$ cat src/rtl/mram_host_pkg.sv
// Shared types and widths for the MRAM host request sequencer.
package mram_host_pkg;

    localparam int MRAM_AW    = 17;
    localparam int MRAM_DW    = 32;
    localparam int MRAM_LANES = 4;

    typedef enum logic [2:0] {
        IDLE    = 3'd0,
        STB     = 3'd1,
        RD_WAIT = 3'd2,
        RD_CAP  = 3'd3,
        WR_WAIT = 3'd4
    } state_e;

    // Reads always fetch the whole word; writes honour the host byte enables.
    function automatic logic [MRAM_LANES-1:0] strobe_ben(input logic                  is_write,
                                                         input logic [MRAM_LANES-1:0] req_ben);
        return is_write ? req_ben : {MRAM_LANES{1'b1}};
    endfunction

endpackage

$ cat src/rtl/mram_err_log.sv
// Pair of saturating ECC event counters (corrected, uncorrectable) with a synchronous clear.
module mram_err_log #(
    parameter int CNT_W = 16
) (
    input  logic             clk,
    input  logic             rst_n,
    input  logic             clr,
    input  logic             inc_ce,
    input  logic             inc_ue,
    output logic [CNT_W-1:0] ce_cnt,
    output logic [CNT_W-1:0] ue_cnt
);

    logic [1:0]            inc;
    logic [1:0][CNT_W-1:0] cnt_all;

    assign inc = {inc_ue, inc_ce};

    generate
        for (genvar gi = 0; gi < 2; gi++) begin : g_cnt
            logic [CNT_W-1:0] cnt_q;
            logic [CNT_W-1:0] cnt_d;

            // Clear has priority over an increment landing in the same cycle.
            always_comb begin
                cnt_d = cnt_q;
                if (clr) begin
                    cnt_d = '0;
                end else if (inc[gi] && (cnt_q != {CNT_W{1'b1}})) begin
                    cnt_d = cnt_q + {{(CNT_W-1){1'b0}}, 1'b1};
                end
            end

            always_ff @(posedge clk or negedge rst_n) begin
                if (!rst_n) begin
                    cnt_q <= '0;
                end else begin
                    cnt_q <= cnt_d;
                end
            end

            assign cnt_all[gi] = cnt_q;
        end
    endgenerate

    assign ce_cnt = cnt_all[0];
    assign ue_cnt = cnt_all[1];

endmodule

$ cat src/rtl/mram_host_seq.sv
// Host request sequencer for the MRAM functional port: one access in flight, one-cycle response.
// Define MRAM_ERR_LOG_EN to add the ECC error counters (ERR_CE_CNT/ERR_UE_CNT/ERR_CLR).
module mram_host_seq
    import mram_host_pkg::*;
#(
    parameter int RD_LAT = 2,
    parameter int WR_TMO = 1023
`ifdef MRAM_ERR_LOG_EN
    ,
    parameter int CNT_W  = 16
`endif
) (
    input  logic                  CLK,
    input  logic                  RSTb,
    input  logic                  REQ_VALID,
    output logic                  REQ_READY,
    input  logic                  REQ_WRITE,
    input  logic [MRAM_AW-1:0]    REQ_ADDR,
    input  logic [1:0]            REQ_NVR,
    input  logic [MRAM_LANES-1:0] REQ_BEN,
    input  logic [MRAM_DW-1:0]    REQ_WDATA,
    input  logic                  ECC_BYP,
    output logic                  RSP_VALID,
    output logic [MRAM_DW-1:0]    RSP_RDATA,
    output logic [MRAM_LANES-1:0] RSP_UE,
    output logic [MRAM_LANES-1:0] RSP_ERRF,
    output logic                  RSP_TMO,
    output logic [MRAM_AW-1:0]    A,
    output logic [1:0]            NVR,
    output logic [MRAM_LANES-1:0] BEN,
    output logic [MRAM_DW-1:0]    DIN,
    output logic                  CEb,
    output logic                  WEb,
    output logic                  ECCBYPS,
    input  logic [MRAM_DW-1:0]    DOUT,
    input  logic [MRAM_LANES-1:0] UE,
    input  logic [MRAM_LANES-1:0] ERRF,
`ifdef MRAM_ERR_LOG_EN
    input  logic                  ERR_CLR,
    output logic [CNT_W-1:0]      ERR_CE_CNT,
    output logic [CNT_W-1:0]      ERR_UE_CNT,
`endif
    input  logic                  WRC
);

    // One counter serves both the read-latency wait and the write timeout.
    localparam int             TMO_W   = $clog2(WR_TMO + 1);
    localparam int             TW      = (TMO_W > 4) ? TMO_W : 4;
    localparam logic [TW-1:0]  RD_LAST = TW'((RD_LAT > 1) ? (RD_LAT - 2) : 0);
    localparam logic [TW-1:0]  WR_LAST = TW'(WR_TMO - 1);

    state_e                state_q,     state_d;
    logic [TW-1:0]         cnt_q,       cnt_d;
    logic                  wr_q,        wr_d;
    logic                  ready_q,     ready_d;
    logic [MRAM_AW-1:0]    a_q,         a_d;
    logic [1:0]            nvr_q,       nvr_d;
    logic [MRAM_LANES-1:0] ben_q,       ben_d;
    logic [MRAM_DW-1:0]    din_q,       din_d;
    logic                  ceb_q,       ceb_d;
    logic                  web_q,       web_d;
    logic                  rsp_valid_q, rsp_valid_d;
    logic [MRAM_DW-1:0]    rsp_rdata_q, rsp_rdata_d;
    logic [MRAM_LANES-1:0] rsp_ue_q,    rsp_ue_d;
    logic [MRAM_LANES-1:0] rsp_errf_q,  rsp_errf_d;
    logic                  rsp_tmo_q,   rsp_tmo_d;
    logic                  accept;

    assign accept = REQ_VALID & ready_q;

    always_comb begin
        state_d     = state_q;
        cnt_d       = cnt_q;
        wr_d        = wr_q;
        a_d         = a_q;
        nvr_d       = nvr_q;
        ben_d       = ben_q;
        din_d       = din_q;
        ceb_d       = 1'b1;
        web_d       = 1'b1;
        rsp_valid_d = 1'b0;
        rsp_rdata_d = rsp_rdata_q;
        rsp_ue_d    = rsp_ue_q;
        rsp_errf_d  = rsp_errf_q;
        rsp_tmo_d   = rsp_tmo_q;

        case (state_q)
            IDLE: begin
                if (accept) begin
                    a_d     = REQ_ADDR;
                    nvr_d   = REQ_NVR;
                    ben_d   = strobe_ben(REQ_WRITE, REQ_BEN);
                    din_d   = REQ_WDATA;
                    wr_d    = REQ_WRITE;
                    ceb_d   = 1'b0;
                    web_d   = ~REQ_WRITE;
                    cnt_d   = '0;
                    state_d = STB;
                end
            end
            STB: begin
                cnt_d = '0;
                if (wr_q) begin
                    state_d = WR_WAIT;
                end else if (RD_LAT == 1) begin
                    state_d = RD_CAP;
                end else begin
                    state_d = RD_WAIT;
                end
            end
            RD_WAIT: begin
                if (cnt_q == RD_LAST) begin
                    state_d = RD_CAP;
                end else begin
                    cnt_d = cnt_q + TW'(1);
                end
            end
            RD_CAP: begin
                rsp_valid_d = 1'b1;
                rsp_rdata_d = DOUT;
                rsp_ue_d    = UE;
                rsp_errf_d  = ERRF;
                rsp_tmo_d   = 1'b0;
                state_d     = IDLE;
            end
            WR_WAIT: begin
                // WRC may not have risen yet in the cycle right after the strobe.
                if ((cnt_q != '0) && !WRC) begin
                    rsp_valid_d = 1'b1;
                    rsp_rdata_d = '0;
                    rsp_ue_d    = '0;
                    rsp_errf_d  = '0;
                    rsp_tmo_d   = 1'b0;
                    state_d     = IDLE;
                end else if (cnt_q == WR_LAST) begin
                    rsp_valid_d = 1'b1;
                    rsp_rdata_d = '0;
                    rsp_ue_d    = '0;
                    rsp_errf_d  = '0;
                    rsp_tmo_d   = 1'b1;
                    state_d     = IDLE;
                end else begin
                    cnt_d = cnt_q + TW'(1);
                end
            end
            default: begin
                state_d = IDLE;
            end
        endcase

        // Ready is withheld during the response cycle and reopens the cycle after.
        ready_d = (state_d == IDLE) && !rsp_valid_d;
    end

    always_ff @(posedge CLK or negedge RSTb) begin
        if (!RSTb) begin
            state_q     <= IDLE;
            cnt_q       <= '0;
            wr_q        <= 1'b0;
            ready_q     <= 1'b1;
            a_q         <= '0;
            nvr_q       <= '0;
            ben_q       <= '0;
            din_q       <= '0;
            ceb_q       <= 1'b1;
            web_q       <= 1'b1;
            rsp_valid_q <= 1'b0;
            rsp_rdata_q <= '0;
            rsp_ue_q    <= '0;
            rsp_errf_q  <= '0;
            rsp_tmo_q   <= 1'b0;
        end else begin
            state_q     <= state_d;
            cnt_q       <= cnt_d;
            wr_q        <= wr_d;
            ready_q     <= ready_d;
            a_q         <= a_d;
            nvr_q       <= nvr_d;
            ben_q       <= ben_d;
            din_q       <= din_d;
            ceb_q       <= ceb_d;
            web_q       <= web_d;
            rsp_valid_q <= rsp_valid_d;
            rsp_rdata_q <= rsp_rdata_d;
            rsp_ue_q    <= rsp_ue_d;
            rsp_errf_q  <= rsp_errf_d;
            rsp_tmo_q   <= rsp_tmo_d;
        end
    end

    assign REQ_READY = ready_q;
    assign RSP_VALID = rsp_valid_q;
    assign RSP_RDATA = rsp_rdata_q;
    assign RSP_UE    = rsp_ue_q;
    assign RSP_ERRF  = rsp_errf_q;
    assign RSP_TMO   = rsp_tmo_q;
    assign A         = a_q;
    assign NVR       = nvr_q;
    assign BEN       = ben_q;
    assign DIN       = din_q;
    assign CEb       = ceb_q;
    assign WEb       = web_q;
    assign ECCBYPS   = ECC_BYP;

`ifdef MRAM_ERR_LOG_EN
    logic cap_ce;
    logic cap_ue;

    // A lane with an uncorrectable error outranks any corrected flag in the same word.
    assign cap_ue = (state_q == RD_CAP) && (|UE);
    assign cap_ce = (state_q == RD_CAP) && (|ERRF) && !(|UE);

    mram_err_log #(
        .CNT_W (CNT_W)
    ) u_err_log (
        .clk    (CLK),
        .rst_n  (RSTb),
        .clr    (ERR_CLR),
        .inc_ce (cap_ce),
        .inc_ue (cap_ue),
        .ce_cnt (ERR_CE_CNT),
        .ue_cnt (ERR_UE_CNT)
    );
`endif

endmodule

$ cat config.mk
export PLATFORM = sky130hd
export DESIGN_NAME = mram_host_seq
export DESIGN_NICKNAME = d
export VERILOG_FILES = /design/src/rtl/mram_host_pkg.sv /design/src/rtl/mram_err_log.sv /design/src/rtl/mram_host_seq.sv
export SDC_FILE = /design/constraint.sdc
export NUM_CORES = 1
export LEC_CHECK = 0
export CORE_MARGIN = 1
export CORE_UTILIZATION = 46
export CTS_CLUSTER_SIZE = 10
export DETAILED_ROUTE_END_ITERATION = 7
export PLACE_DENSITY = 0.86
export SETUP_SLACK_MARGIN = 0.2
export SKIP_LAST_GASP = 1
export SLEW_MARGIN = 20
export SYNTH_ARGS = -nofsm -noshare
export SYNTH_HDL_FRONTEND = slang
export SYNTH_HIERARCHICAL = 1
export SYNTH_SLANG_ARGS = --single-unit
$ cat constraint.sdc
create_clock -name CLK -period 4.3 [get_ports CLK]
set_input_delay 0.86 -clock CLK [delete_from_list [all_inputs] [get_ports CLK]]
set_output_delay 0.86 -clock CLK [all_outputs]
set_load 0.02 [all_outputs]
* Yosys cells after proc, flatten, opt, wreduce, memory -nomap -nowiden
Index checks and enable logic that the tools add are counted.
Storage, ports and cells: flip-flop bits (word level) 114, bits in latches 0, bits in writable memories 0, bits in read-only memories 0, input port bits 101, output and inout bits 101, logic and storage cells 70, memories 0
Cells by class: $add $sub $neg 1, $mul 0, div/mod/pow operators 0, magnitude comparators 0, eq/ne operators 10, shift-type cells 0, muxes and demuxes 29, bitwise logic cells 2, reductions and logical operators 13
Operators by type and width (number):
- two-way mux 32 bit | 2
- case mux 32 bit (2 select lines) | 1
- two-way mux 10 bit | 4
- case mux 10 bit (4 select lines) | 1
- case mux 4 bit (2 select lines) | 2
- two-way mux 3 bit | 5
- two-way mux 4 bit | 3
- case mux 3 bit (4 select lines) | 1
- adder 10 x 1 -> 10 bit (second input constant) | 1
- == test 10 bit (second input constant) | 1
- logical NOT 10 bit | 1
- nonzero test 10 bit | 1
- two-way mux 1 bit | 8
- != test 2 bit (second input constant) | 4
- == test 3 x 2 -> 1 bit (second input constant) | 2
- logical NOT 3 bit | 2
- AND reduction 5 bit | 1
- case mux 1 bit (2 select lines) | 2
- AND reduction 2 bit | 2
- nonzero test 4 bit | 1
- == test 3 x 1 -> 1 bit (second input constant) | 1
- == test 3 bit (second input constant) | 1
- != test 3 bit (second input constant) | 1
- logical AND 1 bit | 2
- other kinds (4) | 5

* Longest topological paths before layout
depth after elaboration 6, gate-level depth with buffers 9

* Least setup slack after synthesis
No wires, ideal clock.
kind in2reg, start in REQ_VALID, end reg a_q[14] (netlist: A[14]), arrival 2038 ps, required time 4175 ps, slack 2137 ps, cell stages on the path 4, path buffers 1, path through nand2_1 -> nor4_2 -> clkbuf_1 -> mux2_2
Between the ends: word-level cells in the longest chain between the ends 2
Ends and longest elaborated chain:
- start, declared | line mram_host_seq.sv:15 | input logic REQ_VALID,
- bitwise AND 1 bit | line mram_host_seq.sv:69 | assign accept = REQ_VALID & ready_q;
- AND reduction 2 bit (no line)
- end signal, assigned | line mram_host_seq.sv:161 | a_q <= '0;
- end signal, assigned | line mram_host_seq.sv:177 | a_q <= a_d;
- end, declared | line mram_host_seq.sv:56 | logic [MRAM_AW-1:0] a_q, a_d;
No other way between the ends. A chain may end at the register's enable or synchronous reset.

* Final worst setup path
start reg cnt_q[0], end reg rsp_rdata_q[20] (netlist: RSP_RDATA[20])
Between the ends: word-level cells in the longest chain between the ends 4, elaborated cells on any way between the ends 7, those cells by class eq/ne: 2; mux: 2; reduce/logical: 3
Ends and longest elaborated chain:
- start, declared | line mram_host_seq.sv:53 | logic [TW-1:0] cnt_q, cnt_d;
- start signal, assigned | line mram_host_seq.sv:174 | cnt_q <= cnt_d;
- nonzero test 10 bit | line mram_host_seq.sv:128 | if ((cnt_q != '0) && !WRC) begin
- logical AND 1 bit | line mram_host_seq.sv:128
- two-way mux 32 bit / != test 3 bit (equally long branches)
- case mux 32 bit (2 select lines) / AND reduction 2 bit (equally long branches)
- end signal, assigned | line mram_host_seq.sv:184 | rsp_rdata_q <= rsp_rdata_d;
- end, declared | line mram_host_seq.sv:63 | logic [MRAM_DW-1:0] rsp_rdata_q, rsp_rdata_d;
Several ways; a longest one is shown, not always the timed one.

==> flow_summary.ini <==
[power]
p_sw_frac = 0.354
combPwrFrac = 0.445
ir_drop_mv = 0.516
pwr-share-seq = 0.329
power.switching_mw = 2.01
cell_internal_pwr_mw = 3.66
clkPwrFrac = 0.227
leakagePower_nw = 3.10
power_density_nw_per_um2 = 773

[timing]
setup_viol = 0
worstMarginPinSlew_ns = 0.943
rsz0062_at_grt = no
finClkSkew_ns = 0.00963
period_share = 0.632
slew-limit-headroom = 0.371
whs_ns = 0.505
hold_violations = 0
period_needed_ns = 2.72
drv_slew = 0
fin_setup_tns_ns = 0
clock.fmax_mhz = 368

[critical_path]
setup.worst_path.start = cnt_q[0]$_DFFE_PN0P_
critPathMaxFanout = 29
start_kind = flop
critPathKind = flop to flop
rr_worst_depth = 7
critPathCapture = RSP_RDATA[20]$_DFFE_PN0P_
cp.arrival_ns = 3.07
worst_setup_path_end_kind = flop
r2r_end = RSP_RDATA[20]$_DFFE_PN0P_
rrSetupSlack_ns = 1.58
r2r-start = cnt_q[0]$_DFFE_PN0P_
cp.required_ns = 4.65

[die]
ios = 202
rows = 36
dieWidth_um = 103
start_util = 0.477
fp.dieH_um = 103
dieArea_um2 = 10600
core_um2 = 9860

[synth]
yosysSeqAreaShare = 0.607
async_flop_share = 1.00
ys.flop_type = dfrtp_1
synth.most_common_cell = dfrtp_1
avgSynthCellArea_um2 = 11.3
synth_cell_types = 39
yosysWarnings = 6
synth_area_um2 = 4710
synth_fp_nets = 520
syn_inst = 416
yosys-top-cells-area = dfrtp_1 59%, mux2_2 13%, nand2_1 7.2%
synth_top_area_cell = dfrtp_1
synth-seq-cells = 114
synthDominantCellAreaShare = 0.590
synthTopCellsByCount = 111 x dfrtp_1, 90 x nand2_1, 54 x mux2_2
synth-edff-count = 0

[clocking]
post_cts_resized = 0
ctsHoldBuffers = 0
cts_max_level = 4
clockBufferDepth = 2
cts_root_buf = clkbuf_8
insertion_delay_ns = 0.49
cts_buffers = 17
clkSinkCount = 114
cts_tree = done
post_cts_buffers = 0
cts.reportedPaths.clkPinSlew_ns = 0.06

[drt]
num_vias = 3899
wl_per_cell_um = 16.0
viasPerCell = 5.14
drt-pass1-iter-count = 4
drtAntennaViolNets = 0
totalWireLength_mm = 12.1
drt_iter0_markers = 177
drc = 0

[final_layout]
final_core_utilization = 0.744
num_antenna_cells = 0
nets = 717
drive_gt1_frac = 0.157
syn2layout_area_growth_pct = 55.8

[worst_hold_path]
hp-class = flop to flop
hp-start = A[14]$_DFFE_PN0P_

[place]
gp_congestion = 0.870
port_buffers = 199
hpwl_mm = 8.54

[global_route]
grt_pass1_wl_mm = 19.0
gr-usage-all-layers = 0.237
grt_max_degree = 78
grt_pass1_vias = 3902
antenna_found_initial = 0
overflow = 0

[job]
maxCapViolations = 0

[status]
outcome = finished clean
layer usage:
| layer | share of wire | vias to the layer above | global-route usage |
|---|---|---|---|
| met5 | 0 | - | 0 |
| met4 | 0.012 | 0 | 0.0856 |
| met3 | 0.094 | 14 | 0.0907 |
| li1 | - | 1819 | - |
| met1 | 0.39 | 1879 | 0.279 |
| met2 | 0.50 | 187 | 0.398 |
area by class of cell:
cell class / count / area (um^2)
flip-flops and latches: 114 / 2860
fillers: 659 / 2530
repair buffers: 205 / 2030
multi-input cells: 265 / 1690
clock buffers: 20 / 435
well taps: 133 / 166
clock inverters: 12 / 116
inverters: 10 / 37.5
power groups by stage:
stage                     registers [mW]  logic [mW]  clock network, mW
after floorplan                     2.38       0.774                  0
after global placement              1.84        2.47                  0
after detailed placement            1.87        2.53                  0
after CTS                           1.87        2.55               1.31
after global routing                1.93        2.72               1.38
final                               1.86        2.52               1.28
critical path: stages (launching register included):
cell and delay [ns]:
dfrtp_1 0.43, inv_1 0.10, ha_1 0.14, nand2_1 0.05
nor4_1 0.50, o21ba_1 0.84, buf_4 0.38, o21ai_0 0.14
state kept, by name, summed over array words and instances (netlist names), 2 cells and up:
name       flops
A             17
RSP_RDATA     32
NVR            2
RSP_UE         4
DIN           32
state_q        3
cnt_q         10
BEN            4
RSP_ERRF       4
cells by family after synthesis:
| kind of cell | share of synthesized area |
|---|---|
| AND/OR/NAND/NOR | 0.126 |
| flip-flops | 0.607 |
| XOR/XNOR | 0.00186 |
| AO/OA/AOI/OAI | 0.0927 |
| multiplexers | 0.129 |
| buffers and inverters | 0.0361 |
| adder cells (fa/ha/maj) | 0.00797 |
per-stage QoR:
| stage | power [mW] | std cells | worst slack (ns) | cell area (um^2) |
|---|---|---|---|---|
| final | 5.67 | 759 | 1.58 | 7340 |
| after global placement | 4.31 | 727 | 1.43 | 6790 |
| after CTS | 5.73 | 759 | 1.59 | 7340 |
| after detailed placement | 4.41 | 727 | 1.33 | 6790 |
| after floorplan | 3.15 | 416 | 2.14 | 4710 |
| after global routing | 6.02 | 759 | 1.37 | 7340 |
worst min path at each step:
stage | end | depth (start not counted)
after floorplan | state_q[2]$_DFF_PN0_ | 2
after detailed placement | DIN[29]$_DFFE_PN0P_ | 1
after global routing | DIN[29]$_DFFE_PN0P_ | 1
after CTS | DIN[9]$_DFFE_PN0P_ | 1
final | A[14]$_DFFE_PN0P_ | 1
after global placement | DIN[21]$_DFFE_PN0P_ | 1
cell usage in the layout (no fill, tap or decap), drive strengths merged, types with 3 or more instances in the layout:
master,instances
clkdlybuf4s50,198
dfrtp,111
nand2,90
mux2,54
o21ai,45
clkbuf,20
nor2,15
inv,10
o31ai,10
clkinv,9
a21oi,8
buf,7
nand3,6
a31oi,5
nor3,4
dfstp,3
nor2b,3
ha,3
nor4,3
Power figures use the tool's default switching activity.
